===== config.mk =====
export PLATFORM = sky130hd
export DESIGN_NAME = fifo_addr_ctrl
export DESIGN_NICKNAME = d
export VERILOG_FILES = /design/src/rtl/fifo_addr_ctrl_pkg.sv /design/src/rtl/fifo_addr_ctrl_mod_counter.sv /design/src/rtl/fifo_addr_ctrl.sv
export SDC_FILE = /design/constraint.sdc
export NUM_CORES = 1
export LEC_CHECK = 0
export ABC_CLOCK_PERIOD_IN_PS = 1500
export CORE_MARGIN = 2
export CORE_UTILIZATION = 27
export DETAILED_ROUTE_END_ITERATION = 10
export HOLD_SLACK_MARGIN = 0.15
export PLACE_DENSITY = 0.56
export SLEW_MARGIN = 10
export SYNTH_ARGS = -nofsm -noshare
export SYNTH_HDL_FRONTEND = slang
export SYNTH_HIERARCHICAL = 1
export SYNTH_SLANG_ARGS = --single-unit

===== constraint.sdc =====
create_clock -name clk -period 1.5 [get_ports clk]
set_clock_uncertainty 0.15 [all_clocks]
set_input_delay 0.225 -clock clk [delete_from_list [all_inputs] [get_ports clk]]
set_output_delay 0.225 -clock clk [all_outputs]
set_load 0.01 [all_outputs]

===== src/rtl/fifo_addr_ctrl_pkg.sv =====
// Shared parameter package for the NTT/INTT butterfly delay-FIFO address
// controller, its FIFO-control interface and every client of that interface.
// Optional feature macro used by the importing files: FIFO_CTRL_WRAP_EN.
package fifo_addr_ctrl_pkg;

  localparam int NTT_STAGE_CNT = 8;
  localparam int MUL_STAGE_CNT = 4;

  // Depth of the largest butterfly delay FIFO (stage 0).
  function automatic int max_hrs_of(int ntt_stage_cnt);
    return 1 << (ntt_stage_cnt - 2);
  endfunction

  // Pointer width wide enough for the largest stage FIFO or the multiplier FIFO.
  function automatic int addr_bits_of(int ntt_stage_cnt, int mul_stage_cnt);
    int m;
    m = max_hrs_of(ntt_stage_cnt);
    if (mul_stage_cnt > m) m = mul_stage_cnt;
    return $clog2(m);
  endfunction

  // Delay depth of stage i; the last two stages collapse to a single entry.
  function automatic int stage_depth_of(int ntt_stage_cnt, int i);
    if (i >= ntt_stage_cnt - 2) return 1;
    return 1 << (ntt_stage_cnt - 2 - i);
  endfunction

  localparam int MAX_HRS             = max_hrs_of(NTT_STAGE_CNT);
  localparam int MAX_FIFO2_ADDR_BITS = addr_bits_of(NTT_STAGE_CNT, MUL_STAGE_CNT);

  // Stage depth for the package-default configuration.
  function automatic int stage_depth(int i);
    return stage_depth_of(NTT_STAGE_CNT, i);
  endfunction

endpackage


===== src/rtl/fifo_addr_ctrl_mod_counter.sv =====
// Modulo-MODULUS pointer with synchronous clear and an optional registered
// wrap pulse (present only when FIFO_CTRL_WRAP_EN is defined).
module mod_counter #(
  parameter int MODULUS = 2,
  parameter int WIDTH   = 1
) (
  input  logic             clk,
  input  logic             rst_n,
  input  logic             clr,
  input  logic             inc,
  output logic [WIDTH-1:0] cnt
`ifdef FIFO_CTRL_WRAP_EN
  ,
  output logic             wrap
`endif
);

  localparam logic [WIDTH-1:0] LAST = WIDTH'(MODULUS - 1);

  logic at_last;
  assign at_last = (cnt == LAST);

  // Advance on inc, fold back to zero after the last slot; clr beats inc.
  always_ff @(posedge clk or negedge rst_n) begin
    if (!rst_n) begin
      cnt <= '0;
    end else if (clr) begin
      cnt <= '0;
    end else if (inc) begin
      cnt <= at_last ? '0 : cnt + WIDTH'(1);
    end
  end

`ifdef FIFO_CTRL_WRAP_EN
  // One-cycle pulse after the pointer folds from its last slot back to zero.
  always_ff @(posedge clk or negedge rst_n) begin
    if (!rst_n) begin
      wrap <= 1'b0;
    end else begin
      wrap <= !clr && inc && at_last;
    end
  end
`endif

endmodule


===== src/rtl/fifo_addr_ctrl.sv =====
// Shared address generator for the NTT/INTT butterfly delay FIFOs: one
// independent modulo pointer per stage plus the multiplier-delay pointer.
// Optional feature macro: FIFO_CTRL_WRAP_EN adds the per-stage wrap pulses.
module fifo_addr_ctrl
  import fifo_addr_ctrl_pkg::*;
#(
  parameter int NTT_STAGE_CNT = fifo_addr_ctrl_pkg::NTT_STAGE_CNT,
  parameter int MUL_STAGE_CNT = fifo_addr_ctrl_pkg::MUL_STAGE_CNT,
  localparam int F2_BITS      = addr_bits_of(NTT_STAGE_CNT, MUL_STAGE_CNT),
  localparam int FM_BITS      = $clog2(MUL_STAGE_CNT - 1)
) (
  input  logic                                  clk,
  input  logic                                  rst_n,
  input  logic                                  clr,
  input  logic [NTT_STAGE_CNT-1:0]              en,
  output logic [FM_BITS-1:0]                    fifom_addr,
  output logic [NTT_STAGE_CNT-1:0][F2_BITS-1:0] fifo2_addr
`ifdef FIFO_CTRL_WRAP_EN
  ,
  output logic [NTT_STAGE_CNT-1:0]              wrap
`endif
);

  logic any_en;
  assign any_en = |en;

  // Multiplier-delay pointer moves whenever any stage touches its FIFO.
`ifdef FIFO_CTRL_WRAP_EN
  logic fifom_wrap_unused;
`endif

  mod_counter #(
    .MODULUS(MUL_STAGE_CNT - 1),
    .WIDTH  (FM_BITS)
  ) u_mul_ptr (
    .clk  (clk),
    .rst_n(rst_n),
    .clr  (clr),
    .inc  (any_en),
    .cnt  (fifom_addr)
`ifdef FIFO_CTRL_WRAP_EN
    ,
    .wrap (fifom_wrap_unused)
`endif
  );

  // One fully independent pointer per butterfly stage.
  for (genvar i = 0; i < NTT_STAGE_CNT; i++) begin : g_stage
    mod_counter #(
      .MODULUS(stage_depth_of(NTT_STAGE_CNT, i)),
      .WIDTH  (F2_BITS)
    ) u_stage_ptr (
      .clk  (clk),
      .rst_n(rst_n),
      .clr  (clr),
      .inc  (en[i]),
      .cnt  (fifo2_addr[i])
`ifdef FIFO_CTRL_WRAP_EN
      ,
      .wrap (wrap[i])
`endif
    );
  end

endmodule


==> results of run 1 <==
[path summary, 6_finish.rpt]
check	to	slack, ns	cells past startpoint	from
worst min-delay path	g_stage[7].u_stage_ptr/cnt[3]	0.22	5	en[7]
min in group asynchronous	g_stage[3].u_stage_ptr/cnt[5]	0.30	3	rst_n
max in group asynchronous	g_stage[2].u_stage_ptr/cnt[5]	0.45	3	rst_n
worst max register to register	g_stage[2].u_stage_ptr/cnt[5]	0.06	3	g_stage[2].u_stage_ptr/cnt[5]
worst max-delay path	g_stage[6].u_stage_ptr/cnt[5]	0.03	5	en[6]
worst min register to register	u_mul_ptr/cnt[0]	0.39	1	u_mul_ptr/cnt[0]
[critical path, stage by stage]
cell             delay [ns]
clkdlybuf4s50_1        0.50
buf_4                  0.13
nor2_2                 0.04
or4_1                  0.50
a31oi_1                0.15
[report_power, final]
| part | internal (W) | total [W] | switching, W |
|---|---|---|---|
| clock network | 0.000322 | 0.000779 | 0.000457 |
| logic | 0.000248 | 0.000483 | 0.000235 |
| registers | 0.00138 | 0.00141 | 0.0000262 |
[stage by stage]
step                cells  hold WS [ns]  total power, W  setup TNS [ns]  cell area (um^2)
detailed placement    499        -0.126         0.00185           -5.64              3670
floorplan             274        -0.221         0.00159               0              2660
finish                556         0.217         0.00267               0              4180
global route          556         0.240         0.00282         -0.0646              4180
CTS                   550         0.300         0.00269               0              4070
global placement      499        -0.126         0.00185           -5.42              3670
[logic make-up (layout without fill, tap and decap cells)]
kind of cell	after synthesis	count (layout)	share of synthesized area
multiplexers	8	8	0.0301
buffers and inverters	16	165	0.0240
AND/OR/NAND/NOR	126	126	0.259
adder cells (fa/ha/maj)	11	11	0.0518
AO/OA/AOI/OAI	52	52	0.128
XOR/XNOR	11	11	0.0363
flip-flops	50	50	0.471
[area by class of cell]
class,count,share of cell area
clock buffer,6,0.0174
clock inverter,1,0.00180
inverter,13,0.0117
multi-input combinational,208,0.339
sequential,50,0.301
tap,133,0.0398
timing repair buffer,145,0.289
[cells in the mapped netlist (2+ instances only)]
cell type / count / area [um^2]
nand2b_1: 8 / 50.1
a31o_2: 2 / 17.5
nand4_1: 8 / 50.1
a31o_1: 2 / 17.5
ha_1: 11 / 138
a31oi_1: 5 / 31.3
nand3_2: 2 / 20.0
a22oi_1: 2 / 15.0
buf_2: 3 / 15.0
nand2_1: 30 / 113
nor3_1: 4 / 20.0
nand3_1: 12 / 60.1
a21oi_1: 9 / 45.0
nor2b_1: 3 / 18.8
nor2_2: 3 / 18.8
nor2_1: 22 / 82.6
nor4_1: 3 / 18.8
or2_2: 2 / 12.5
a21o_1: 2 / 15.0
o31ai_1: 4 / 30.0
xor2_1: 11 / 96.3
or4_1: 8 / 60.1
mux2i_1: 8 / 80.1
o41ai_1: 2 / 17.5
o21ai_0: 17 / 85.1
dfrtp_1: 50 / 1250
nand3b_1: 8 / 60.1
inv_1: 13 / 48.8
or3_1: 4 / 25.0
[sequential cells by signal, indices dropped and copies added (netlist names)]
register and flops:
g_stage.u_stage_ptr/cnt 48, u_mul_ptr/cnt 2
[cells in the final DEF, fill, tap and decap left out, types with 3 or more instances in the layout]
| master | netlist | routed |
|---|---|---|
| buf_6 | 0 | 7 |
| nand3b_1 | 8 | 8 |
| dfrtp_1 | 50 | 46 |
| nand3_2 | 2 | 6 |
| inv_1 | 13 | 13 |
| nor2_1 | 22 | 22 |
| buf_4 | 0 | 80 |
| nor2_2 | 3 | 3 |
| clkbuf_8 | 0 | 5 |
| o31ai_1 | 4 | 4 |
| mux2i_1 | 8 | 8 |
| nand2_1 | 30 | 30 |
| dlygate4sd2_1 | 0 | 45 |
| clkdlybuf4s50_1 | 0 | 6 |
| a31oi_1 | 5 | 5 |
| o21ai_0 | 17 | 16 |
| nor3_1 | 4 | 4 |
| nor2b_1 | 3 | 3 |
| nand4_1 | 8 | 8 |
| xor2_1 | 11 | 11 |
| dfrtp_2 | 0 | 4 |
| a21oi_1 | 9 | 8 |
| nand2b_1 | 8 | 8 |
| or4_1 | 8 | 8 |
| or3_1 | 4 | 4 |
| nand3_1 | 12 | 8 |
| ha_1 | 11 | 7 |
[routing by layer]
metal	wire, um	GRT usage	part of all wire	vias up
li1	-	-	-	1291
met1	3450	0.191	0.48	1267
met2	3440	0.227	0.48	48
met3	230	0.0208	0.032	8
met4	76	0.0415	0.011	0
met5	0	0	0	-
[timing repair]
| action | 4_1_cts | 5_1_grt |
|---|---|---|
| hold endpoints to repair | 50 | 0 |
| setup buffers | 42 | 6 |
| cloned | 0 | 0 |
| resized for setup | 59 | 25 |
| hold buffers | 2 | 0 |
| pin swaps | 0 | 6 |
| setup endpoints to repair | 51 | 15 |
==> flow_summary.ini, run 1 <==
[global_route]
grt_start_max_net_pins = 50
antenna_found_initial = 0
grt_util_all_layers = 0.139
grt_pass1_wl_um = 11700
grt-ovfl-total = 0
grt_pass1_vias = 2457

[yosys]
ys_seq_area_frac = 0.471
syn_inst = 274
synthFlopType = dfrtp_1
synth-edff-count = 0
netlist_area_mm2 = 0.00266
syn_avg_cell_area_um2 = 9.70
yosysWarnings = 6
synth-async-reset-ratio = 1.00
synth_cell_types = 45
ys_ff_latch = 50
synth_nets = 296

[critical_path]
start_kind = primary input
worstPathArrival_ns = 1.55
crit_type = in2reg
crit_fanout = 4
end_kind = register
crit_required_ns = 1.57

[timing]
maxSlewHeadroom = 0.770
setup_violations = 0
worst_pin_slew_ns = 0.345
fin_crit_sh = 0.982
finalMaxSlewViolations = 0
timing.final.ws_setup_ns = 0.0276
min_period_ns = 1.47
clock.fmax_mhz = 679
hold_violations = 0
rsz0062_at_grt = true

[floorplanning]
core_mm2 = 0.00968
chipHeight_um = 103
die_area_mm2 = 0.0107
die_x_um = 103
rows = 36
start_util = 0.274
ios = 61

[clock_network]
cts_sinks = 50
root_buffer = clkbuf_8
tritoncts = done
clkLatencyLatePin_ns = 0.30
clockBufferDepth = 2
cts.reportedPaths.clkPinSlew_ns = 0.09
cts_made_buffers = 5
cts_max_level = 2

[routing]
vias = 2614
wire_per_inst_um = 12.9
drtIter0Drc = 88
ant_nets = 0
drc = 0
drt-pass1-iter-count = 4
wl_um = 7190
avgViaCountPerCell = 4.70

[worst_hold_path]
hold_class = in2reg

[cells_and_area]
drive_gt1_frac = 0.293
nets = 445
synthToLayoutAreaGrowth_pct = 57.2
fin_util = 0.431
multi_input_area_mm2 = 0.00142
regArea_mm2 = 0.00126
fillers = 977
diodes = 0

[pwr]
power_density_mw_per_mm2 = 640
p_leak_nw = 2.04
vdd.ir_drop.worst_uv = 394

[placed_design]
place_hpwl_um = 4810
dpl_worst_slack_ns = -0.334
port_buffers = 60
gp_congestion = 0.815

[run]
cap_violations = 0

[run_status]
status = finished, final reports clean
No activity file was read; power rests on OpenSTA's default activity.
==> run 2, diff against run 1 <==
--- a/config.mk
+++ b/config.mk
@@ -11,6 +11,7 @@
 export DETAILED_ROUTE_END_ITERATION = 10
 export HOLD_SLACK_MARGIN = 0.15
 export PLACE_DENSITY = 0.56
+export REMOVE_ABC_BUFFERS = 1
 export SLEW_MARGIN = 10
 export SYNTH_ARGS = -nofsm -noshare
 export SYNTH_HDL_FRONTEND = slang
==> flow_summary.ini, run 2 (same netlist as run 1, synthesis figures left out) <==
[critical_path]
crit_fanout = 4
start_kind = register
worstPathArrival_ns = 1.54
ff2ff_setup_slack_ns = 0.02
r2r-start = g_stage[1].u_stage_ptr/cnt[0]
crit_type = reg2reg
rr_worst_depth = 4
r2r-end = g_stage[1].u_stage_ptr/cnt[5]
cp-startpoint = g_stage[1].u_stage_ptr/cnt[0]
crit_required_ns = 1.56
end_kind = register

[cells_and_area]
top_register = g_stage.u_stage_ptr/cnt
nets = 436
final_cell_mix = buf_4, dlygate4sd2_1, dfrtp_1, nand2_1, nor2_1
largest_register_ffs = 48
design_area_mm2 = 0.00414
final_common_cell = buf_4
diodes = 0
finalNonFillerCells = 547
drive_gt1_frac = 0.280
top_regs = g_stage.u_stage_ptr/cnt: 48 flops, u_mul_ptr/cnt: 2 flops
synthToLayoutAreaGrowth_pct = 55.7

[clock_network]
tritoncts = done
clkLatencyLatePin_ns = 0.29
cts.reportedPaths.clkPinSlew_ns = 0.09
cts_sinks = 50
cts_made_buffers = 5
root_buffer = clkbuf_8
clockBufferDepth = 2
cts_max_level = 2

[floorplanning]
chipHeight_um = 103
die_area_mm2 = 0.0107
rows = 36
start_util = 0.274
ios = 61
core_mm2 = 0.00968
die_x_um = 103

[global_route]
grt_pass1_vias = 2428
grt_start_max_net_pins = 51
antenna_found_initial = 0
grt_pass1_wl_um = 11500
grt_util_all_layers = 0.134
grt-ovfl-total = 0

[routing]
ant_nets = 0
drc = 0
drt-pass1-iter-count = 4
wire_per_inst_um = 12.9
vias = 2552
avgViaCountPerCell = 4.67
wl_um = 7040
drtIter0Drc = 57

[timing]
rsz0062_at_grt = true
finalMaxSlewViolations = 0
timing.hold.ws_ns = 0.198
worst_pin_slew_ns = 0.319
fin_crit_sh = 0.984
min_period_ns = 1.48
hold_violations = 0
clock.fmax_mhz = 678
timing.final.ws_setup_ns = 0.0244
maxSlewHeadroom = 0.785
setup_violations = 0

[worst_hold_path]
hp-start = en[3]
min_delay_path_depth = 3
min_to = g_stage[3].u_stage_ptr/cnt[0]
hold_class = in2reg

[placed_design]
postPlaceCellArea_mm2 = 0.00370
place_hpwl_um = 4700
gp_congestion = 0.803
place_inst = 499
dpl_worst_slack_ns = -0.390
port_buffers = 60

[pwr]
power_density_mw_per_mm2 = 636
vdd.ir_drop.worst_uv = 420
p_leak_nw = 2.05

[run]
cap_violations = 0

[run_status]
status = finished, final reports clean
==> run 2: what timing repair did <==
item / 4_1_cts / 5_1_grt
resized for setup: 64 / 22
setup endpoints to repair: 56 / 16
hold buffers: 1 / 0
pin swaps: 0 / 9
endpoints found under the hold margin: 50 / 0
buffers inserted: 35 / 5
==> run 2: worst max-delay path by stage <==
stage | to | depth (start not counted)
finish | g_stage[1].u_stage_ptr/cnt[5] | 4
global route | g_stage[6].u_stage_ptr/cnt[5] | 4
CTS | g_stage[6].u_stage_ptr/cnt[5] | 4
detailed placement | u_mul_ptr/cnt[0] | 6
global placement | u_mul_ptr/cnt[0] | 6
floorplan | g_stage[4].u_stage_ptr/cnt[4] | 4
==> run 2: area by class of cell <==
class / instances / area (um^2)
fillers: 988 / 5550
flip-flops and latches: 50 / 1260
clock buffers: 7 / 76.3
multi-input cells: 208 / 1430
well taps: 133 / 166
repair buffers: 136 / 1160
inverters: 13 / 48.8
==> run 2: metal layers <==
| layer | up-vias | routed length, um | GRT usage |
|---|---|---|---|
| li1 | 1275 | - | - |
| met1 | 1215 | 3290 | 0.183 |
| met2 | 52 | 3380 | 0.221 |
| met3 | 10 | 262 | 0.0242 |
| met4 | 0 | 105 | 0.0354 |
| met5 | - | 0 | 0 |
==> run 2: per-stage QoR <==
step | util | power, W | TNS (ns)
2_1_floorplan | - | 0.00158 | 0
3_3_place_gp | 0.382 | 0.00185 | -4.97
3_5_place_dp | 0.382 | 0.00185 | -5.23
4_1_cts | 0.415 | 0.00267 | 0
5_1_grt | 0.427 | 0.00280 | -0.0610
6_report | 0.427 | 0.00263 | 0
==> run 2: where the power goes <==
part           switching (W)  total (W)  internal (W)  leakage (nW)
combinational       0.000231   0.000471      0.000240          1.33
clock               0.000427   0.000750      0.000323        0.0383
sequential         0.0000277    0.00141       0.00138         0.676
==> run 2: worst max-delay path, stage by stage, from the launching register on <==
cell	delay [ns]
dfrtp_1	0.38
buf_4	0.15
ha_2	0.20
a2111o_1	0.36
a21oi_1	0.15
==> run 3, diff against run 2 <==
--- a/config.mk
+++ b/config.mk
@@ -5,8 +5,6 @@
 export SDC_FILE = /design/constraint.sdc
 export NUM_CORES = 1
 export LEC_CHECK = 0
-export ABC_CLOCK_PERIOD_IN_PS = 1500
-export CORE_MARGIN = 2
 export CORE_UTILIZATION = 27
 export DETAILED_ROUTE_END_ITERATION = 10
 export HOLD_SLACK_MARGIN = 0.15
==> flow_summary.ini, run 3 (same netlist as run 1, synthesis figures left out) <==
[routing]
drc = 0
drt-pass1-iter-count = 4
drtIter0Drc = 72
vias = 2572
ant_nets = 0
avgViaCountPerCell = 4.76
wire_per_inst_um = 12.9
wl_um = 6960

[cells_and_area]
drive_gt1_frac = 0.290
final_cell_mix = buf_4, dlygate4sd2_1, dfrtp_1, nand2_1, nor2_1
final_common_cell = buf_4
largest_register_ffs = 48
synthToLayoutAreaGrowth_pct = 55.3
top_regs = g_stage.u_stage_ptr/cnt: 48 flops, u_mul_ptr/cnt: 2 flops
top_register = g_stage.u_stage_ptr/cnt
diodes = 0
fin_util = 0.440
nets = 434
fillers = 957

[critical_path]
worstPathArrival_ns = 1.51
end_kind = register
cp_cell_sequence = clkdlybuf4s50_1 -> nor4_1 -> buf_4 -> nand2_1 -> nor4b_1 -> a21o_1
cpPeakStageDelay_ns = 0.46
path_delay_family = buffers and inverters
crit_buf_inv = 2
crit_required_ns = 1.54
cpMaxStageDelayCell = clkdlybuf4s50_1
start_kind = primary input
crit_type = in2reg
crit_fanout = 3

[timing]
clock.fmax_mhz = 681
rsz0062_at_grt = true
setup_violations = 0
worst_pin_slew_ns = 0.313
maxSlewHeadroom = 0.791
timing.hold.ws_ns = 0.231
tns_ns = 0
min_period_ns = 1.47
finalMaxSlewViolations = 0
timing.final.ws_setup_ns = 0.0315
fin_crit_sh = 0.979
hold_violations = 0

[floorplanning]
core_mm2 = 0.00937
die_area_mm2 = 0.0102
die_x_um = 101
ios = 61
rows = 35
chipHeight_um = 101
start_util = 0.284

[global_route]
antenna_found_initial = 0
grt_util_all_layers = 0.138
grt_pass1_vias = 2426
grt-ovfl-total = 0
grt_pass1_wl_um = 11300
grt_start_max_net_pins = 51

[clock_network]
clkLatencyLatePin_ns = 0.30
cts_max_level = 2
cts_made_buffers = 5
cts.reportedPaths.clkPinSlew_ns = 0.09
cts_sinks = 50
root_buffer = clkbuf_8
tritoncts = done
clockBufferDepth = 2

[pwr]
power_density_mw_per_mm2 = 649
p_leak_nw = 2.02
vdd.ir_drop.worst_uv = 399
finalPower_w = 0.00268

[placed_design]
dpl_worst_slack_ns = -0.379
gp_congestion = 0.804
place_hpwl_um = 4480
port_buffers = 60

[worst_hold_path]
hold_class = in2reg

[run]
cap_violations = 0

[run_status]
status = finished, final reports clean
[run 3: cell types whose count changed in the layout (fill, tap and decap cells not counted), moves of 3 or more]
cell,before,now
o31ai_1,4,1
dlygate4sd2_1,50,47
clkdlybuf4s50_1,1,5
o31ai_2,0,3
[run 3: repair_timing]
item	4_1_cts	5_1_grt
endpoints found under the setup margin	53	19
gates resized for setup	61	27
pin swaps	0	6
setup buffers	40	3
hold buffers	2	0
endpoints found under the hold margin	51	0
[run 3: per-stage QoR]
| stage | cell area, um^2 | instances |
|---|---|---|
| 6_report | 4130 | 540 |
| 3_5_place_dp | 3620 | 489 |
| 4_1_cts | 4000 | 537 |
| 3_3_place_gp | 3620 | 489 |
| 2_1_floorplan | 2640 | 271 |
| 5_1_grt | 4130 | 540 |
[run 3: layer usage]
layer / vias to the layer above / share of wire / track usage
li1: 1274 / - / -
met3: 6 / 0.036 / 0.0262
met2: 62 / 0.46 / 0.225
met1: 1230 / 0.49 / 0.190
met5: - / 0 / 0
met4: 0 / 0.011 / 0.0334
[run 3: layout make-up]
cell class                 count  area, um^2  area share
clock buffer                   6        82.6      0.0200
sequential                    50        1260       0.305
inverter                      13        48.8      0.0118
tap                          129         161      0.0391
timing repair buffer         134        1120       0.271
multi-input combinational    208        1460       0.353
[run 3: worst min-delay path: cells and delay by family]
family	cells	cell delay (ns)
AO/OA/AOI/OAI	1	0.06
buffers and inverters	1	0.20
AND/OR/NAND/NOR	2	0.14
[run 3: power by group]
part / total, W / switching, W / leakage [nW] / internal, W
clock network: 0.000807 / 0.000449 / 0.0431 / 0.000358
logic: 0.000467 / 0.000234 / 1.30 / 0.000233
registers: 0.00141 / 0.0000226 / 0.676 / 0.00138
[run 3: path summary, 6_finish.rpt]
| check | start | end | slack, ns | cells after the start |
|---|---|---|---|---|
| setup / recovery | en[1] | u_mul_ptr/cnt[0] | 0.03 | 6 |
| min in group asynchronous | rst_n | g_stage[7].u_stage_ptr/cnt[4] | 0.30 | 3 |
| setup reg to reg | g_stage[4].u_stage_ptr/cnt[1] | g_stage[4].u_stage_ptr/cnt[5] | 0.04 | 5 |
| hold reg to reg | u_mul_ptr/cnt[0] | u_mul_ptr/cnt[0] | 0.38 | 1 |
| max in group asynchronous | rst_n | g_stage[5].u_stage_ptr/cnt[3] | 0.65 | 3 |
| hold / removal | en[7] | g_stage[7].u_stage_ptr/cnt[0] | 0.23 | 4 |
==> RTL edit 1, RTL diff (config.mk and constraints of run 3) <==
Add a define of `FIFO_CTRL_WRAP_EN`.
--- a/src/rtl/fifo_addr_ctrl_mod_counter.sv
+++ b/src/rtl/fifo_addr_ctrl_mod_counter.sv
@@ -2,2 +2,4 @@
 // wrap pulse (present only when FIFO_CTRL_WRAP_EN is defined).
+`define FIFO_CTRL_WRAP_EN
+
 module mod_counter #(
Function (old outputs only; new: wrap): kept (equiv_simple and equiv_induct, registers matched by name and starting in step).
==> RTL edit 1 against run 3 <==
Non-clock buffer count is 1 lower. Synthesized cell count is 4.0% higher. Hold slack better by 0.036 ns. Design area is 7.9% higher. Power is 30% higher. Setup slack worse by 0.0059 ns. Sequential cell count is 8 higher. Combinational power is 13% lower. Synthesized area is 11% higher. Routed wire length is 3.9% higher. Critical path type is now register to register. Largest power group unchanged. Highest routed layer unchanged.
==> RTL edit 1: results (changes against run 3) <==
| Metric | Value |
|---|---|
| N_diodes | 0 (unchanged) |
| NumNets Final | 440 (was 434) |
| Worst hold endpoint | g_stage[6].u_stage_ptr/wrap (was g_stage[7].u_stage_ptr/cnt[0]) |
| Met3 Use GR | 3.465% (was 2.622%) |
| Number of fill cells | 1089 (was 957) |
| Worst rel slew slack | 78.51% (was 79.09%) |
| Reg2Reg Capture Point | g_stage[1].u_stage_ptr/cnt[0] (was g_stage[4].u_stage_ptr/cnt[5]) |
| Buffers on Ports | 68 (was 60) |
| Worst hold stages | 3 (was 4) |
| Fin cells | 559 (was 540) |
| Via count | 2562 (was 2572) |
| Met1 global-route usage | 15.90% (was 18.99%) |
| DP Area | 0.004085 mm^2 (was 0.003625 mm^2) |
| Hold_ws | 0.2675 ns (was 0.2311 ns) |
| Clk_lat worst skew | 0.32 ns (was 0.30 ns) |
| Synth Area per Inst | 10.39 um^2 (was 9.699 um^2) |
| CTS root buf | clkbuf_8 (unchanged) |
| Net switching power | 853.5 uW (was 705.4 uW) |
| CP peak stage delay | 0.38 ns (was 0.46 ns) |
| Max stage delay cell, worst path | dfrtp_1 (was clkdlybuf4s50_1) |
| DP HPWL | 4.789 mm (was 4.484 mm) |
| Global-route wire length before repair | 11.87 mm (was 11.34 mm) |
| Met2 Track Usage GR | 23.18% (was 22.50%) |
| RR Startpoint | g_stage[1].u_stage_ptr/cnt[0] (was g_stage[4].u_stage_ptr/cnt[1]) |
| Pre-CTS setup slack | -0.5041 ns (was -0.3792 ns) |
| Num CTS Buffers | 9 (was 5) |
| Leak Pwr | 2.238 nW (was 2.018 nW) |
| Crit path launch type | register (was primary input) |
| Maximum vdd drop | 513.6 uV (was 398.8 uV) |
| Post-CTS setup buffer count | 18 (was 40) |
| Max reg flops | 48 (unchanged) |
| Max H-tree Level | 3 (was 2) |
| Iteration-0 DRC Markers | 57 (was 72) |
| CP delay by family, top | flip-flops (was buffers and inverters) |
| GRT Resource Usage Total | 13.32% (was 13.82%) |
| Outcome | finished clean (unchanged) |
| Maximum clock insertion buffer count | 2 (unchanged) |
| Post-CTS sizing | 79 (was 61) |
| WP data arrival | 1.54 ns (was 1.51 ns) |
| Top Registers | g_stage.u_stage_ptr/cnt: 48 flops, g_stage.u_stage_ptr/wrap: 8 flops, u_mul_ptr/cnt: 2 flops (was g_stage.u_stage_ptr/cnt: 48 flops, u_mul_ptr/cnt: 2 flops) |
| Worst hold start | en[6] (was en[7]) |
| RD Place Congestion | 0.7709 (was 0.8038) |
| Layout cells sized above 1 | 28.61% (was 28.95%) |
| Pin count of the biggest net entering global routing | 59 (was 51) |
| WL/cell | 12.94 um (was 12.89 um) |
| Post-Place Cells | 523 (was 489) |
| Clock transition at the registers of the reported paths | 0.07 ns (was 0.09 ns) |
-- RTL edit 1: cell types whose count changed in the layout (fill, tap and decap cells not counted), sizes merged, moves of 5 or more --
cell,before,now
a21oi,9,16
clkbuf,6,22
or4,8,2
nand3,14,8
o21ai,17,8
nand4,9,14
nor3b,0,8
nand2,31,24
dfrtp,50,58
or3,4,10
buf,76,65
-- RTL edit 1: layout make-up --
cell class | instances | area, um^2 | area share (%)
clock buffers | 15 | 196.4 | 4.410
clock inverters | 1 | 5.005 | 0.1124
inverters | 9 | 33.78 | 0.7584
multi-input cells | 207 | 1474 | 33.09
flip-flops and latches | 58 | 1461 | 32.81
well taps | 136 | 170.2 | 3.820
repair buffers | 133 | 1114 | 25.00
-- RTL edit 1: power groups by stage --
stage	Sequential, mW	Clock, mW	Combinational (mW)
after CTS	1.63	1.53	0.408
after detailed placement	1.67	0	0.404
after global placement	1.67	0	0.401
final	1.64	1.44	0.406
after global routing	1.64	1.58	0.452
after floorplan	1.69	0	0.0899
-- RTL edit 1: how the worst max path moves through the flow --
stage	to	slack (ns)	cells after the start
2_1_floorplan	g_stage[0].u_stage_ptr/cnt[0]	-0.03	4
3_3_place_gp	u_mul_ptr/cnt[1]	-0.47	5
3_5_place_dp	u_mul_ptr/cnt[1]	-0.50	5
4_1_cts	g_stage[1].u_stage_ptr/cnt[0]	-0.01	5
5_1_grt	g_stage[1].u_stage_ptr/cnt[0]	-0.04	5
6_report	g_stage[1].u_stage_ptr/cnt[0]	0.03	5
-- RTL edit 1: metal layers --
metal  share of wire (%)  vias to the layer above
met3                 3.8                        2
li1                    -                     1282
met2                  49                       51
met4                0.46                        0
met5                   0                        -
met1                  47                     1227
-- RTL edit 1: worst min-delay path, delay by kind of cell --
family,cells,cell delay [ns]
AND/OR/NAND/NOR,1,0.13
buffers and inverters,2,0.34
==> RTL edit 2, RTL diff (settings of run 3) <==
Made on the original files. Register the inputs `clr` and `en` before use. The logic sees them one clock later.
--- a/src/rtl/fifo_addr_ctrl.sv
+++ b/src/rtl/fifo_addr_ctrl.sv
@@ -23,4 +23,12 @@
 
+  logic clr_q;
+  logic [NTT_STAGE_CNT-1:0] en_q;
+
+  always_ff @(posedge clk) begin
+      clr_q <= clr;
+      en_q  <= en;
+  end
+
   logic any_en;
-  assign any_en = |en;
+  assign any_en = |en_q;
 
@@ -37,3 +45,3 @@
     .rst_n(rst_n),
-    .clr  (clr),
+    .clr  (clr_q),
     .inc  (any_en),
@@ -54,4 +62,4 @@
       .rst_n(rst_n),
-      .clr  (clr),
-      .inc  (en[i]),
+      .clr  (clr_q),
+      .inc  (en_q[i]),
       .cnt  (fifo2_addr[i])
Formal check against the unedited RTL: not equivalent (Yosys sat finds a counterexample within 4 cycles, from zero or initial values and one cycle with rst_n low).
==> RTL edit 2 against run 3 <==
The run now ends with negative setup slack left. Sequential cell count increased by 9. Design area grew 8.3%. Critical path depth fell by 2. Largest cell class unchanged. Critical endpoint is now g_stage[4].u_stage_ptr/cnt[2]. Count of clock-buffer cells in the layout grew 4. Setup slack got worse by 0.038 ns. Combinational power shrank 12%. Synthesized area grew 6.8%. Power grew 33%. Routed wire length grew 8.1%. Cell count is 5.0% higher. Global-route usage up 0.23 points.
==> RTL edit 2: results (changes against run 3) <==
| Metric | Value |
|---|---|
| NumNets Final | 448 (was 434) |
| Pint | 2.657 mW (was 1.975 mW) |
| Top Registers | g_stage.u_stage_ptr/cnt: 48 flops, en_q: 8 flops, u_mul_ptr/cnt: 2 flops (was g_stage.u_stage_ptr/cnt: 48 flops, u_mul_ptr/cnt: 2 flops) |
| Routed wire length on met3 | 289 um (was 250 um) |
| Reg2Reg Capture Point | g_stage[4].u_stage_ptr/cnt[2] (was g_stage[4].u_stage_ptr/cnt[5]) |
| WP data arrival | 1.59 ns (was 1.51 ns) |
| Sequential cell area | 0.001445 mm^2 (was 0.001260 mm^2) |
| CP peak stage delay | 0.39 ns (was 0.46 ns) |
| Fin cells | 567 (was 540) |
| Global-route wire length before repair | 12.10 mm (was 11.34 mm) |
| DP HPWL | 4.855 mm (was 4.484 mm) |
| CP Max Fanout | 5 (was 3) |
| Maximum vdd drop | 393.1 uV (was 398.8 uV) |
| Violated checks | negative setup slack |
| M1 wire length | 3.411 mm (was 3.408 mm) |
| RD Place Congestion | 0.8189 (was 0.8038) |
| Hold_ws | 0.1767 ns (was 0.2311 ns) |
| Vias in the first global route | 2536 (was 2426) |
| Tap Cells | 136 (was 129) |
| Setup TNS | -0.01045 ns (was 0 ns) |
| Clock network power | 1.45 mW (was 807 uW) |
| GRT Resource Usage Total | 14.05% (was 13.82%) |
| Clock transition at the registers of the reported paths | 0.07 ns (was 0.09 ns) |
| P_comb | 412 uW (was 467 uW) |
| Fin worst setup slack | -0.006470 ns (was 0.03149 ns) |
| Setup violators final | 2 (was 0) |
| Area growth syn-to-layout | 57.58% (was 55.32%) |
| Max stage delay cell, worst path | dfrtp_1 (was clkdlybuf4s50_1) |
| Mux contribution to synthesized area | 2.822% (was 3.013%) |
| NonClk Buf Share | 25.18% (was 27.10%) |
| Multi-input logic portion of the cell area | 33.07% (was 35.28%) |
| Met2 Track Usage GR | 23.42% (was 22.50%) |
| Synth area leaders | dfrtp_1 (44%), dfxtp_1 (6.3%), ha_1 (4.9%) (was dfrtp_1 (47%), ha_1 (5.2%), nand2_1 (4.2%)) |
| Worst hold stages | 1 (was 4) |
| Outcome | complete, but fails checks (was finished clean) |
| Num CTS Buffers | 9 (was 5) |
| CP delay by family, top | compound AO/OA/AOI/OAI gates (was buffers and inverters) |
| Clk_lat worst skew | 0.34 ns (was 0.30 ns) |
| DP Area | 0.003827 mm^2 (was 0.003625 mm^2) |
| Leak Pwr | 2.110 nW (was 2.018 nW) |
| R2R cell count | 4 (was 5) |
| Clk tree area frac | 4.533% (was 2.001%) |
==> RTL edit 2: what timing repair did <==
action                                  4_1_cts  5_1_grt
resized for setup                            63       32
endpoints found under the hold margin        51        0
endpoints found under the setup margin       54       19
pin swaps                                     1       10
hold buffers                                  2        0
setup buffers                                34        9
==> RTL edit 2: how the worst max path moves through the flow <==
| stage | start | end | slack (ns) | cells after the start |
|---|---|---|---|---|
| after floorplan | clr_q | g_stage[5].u_stage_ptr/cnt[5] | -0.76 | 3 |
| final | g_stage[4].u_stage_ptr/cnt[1] | g_stage[4].u_stage_ptr/cnt[2] | -0.006 | 4 |
| after global routing | g_stage[4].u_stage_ptr/cnt[1] | g_stage[4].u_stage_ptr/cnt[4] | -0.10 | 5 |
| after CTS | g_stage[3].u_stage_ptr/cnt[0] | fifo2_addr[18] | 0.0003 | 1 |
| after global placement | clr_q | g_stage[6].u_stage_ptr/cnt[5] | 0.02 | 3 |
| after detailed placement | clr_q | g_stage[6].u_stage_ptr/cnt[5] | -0.04 | 3 |
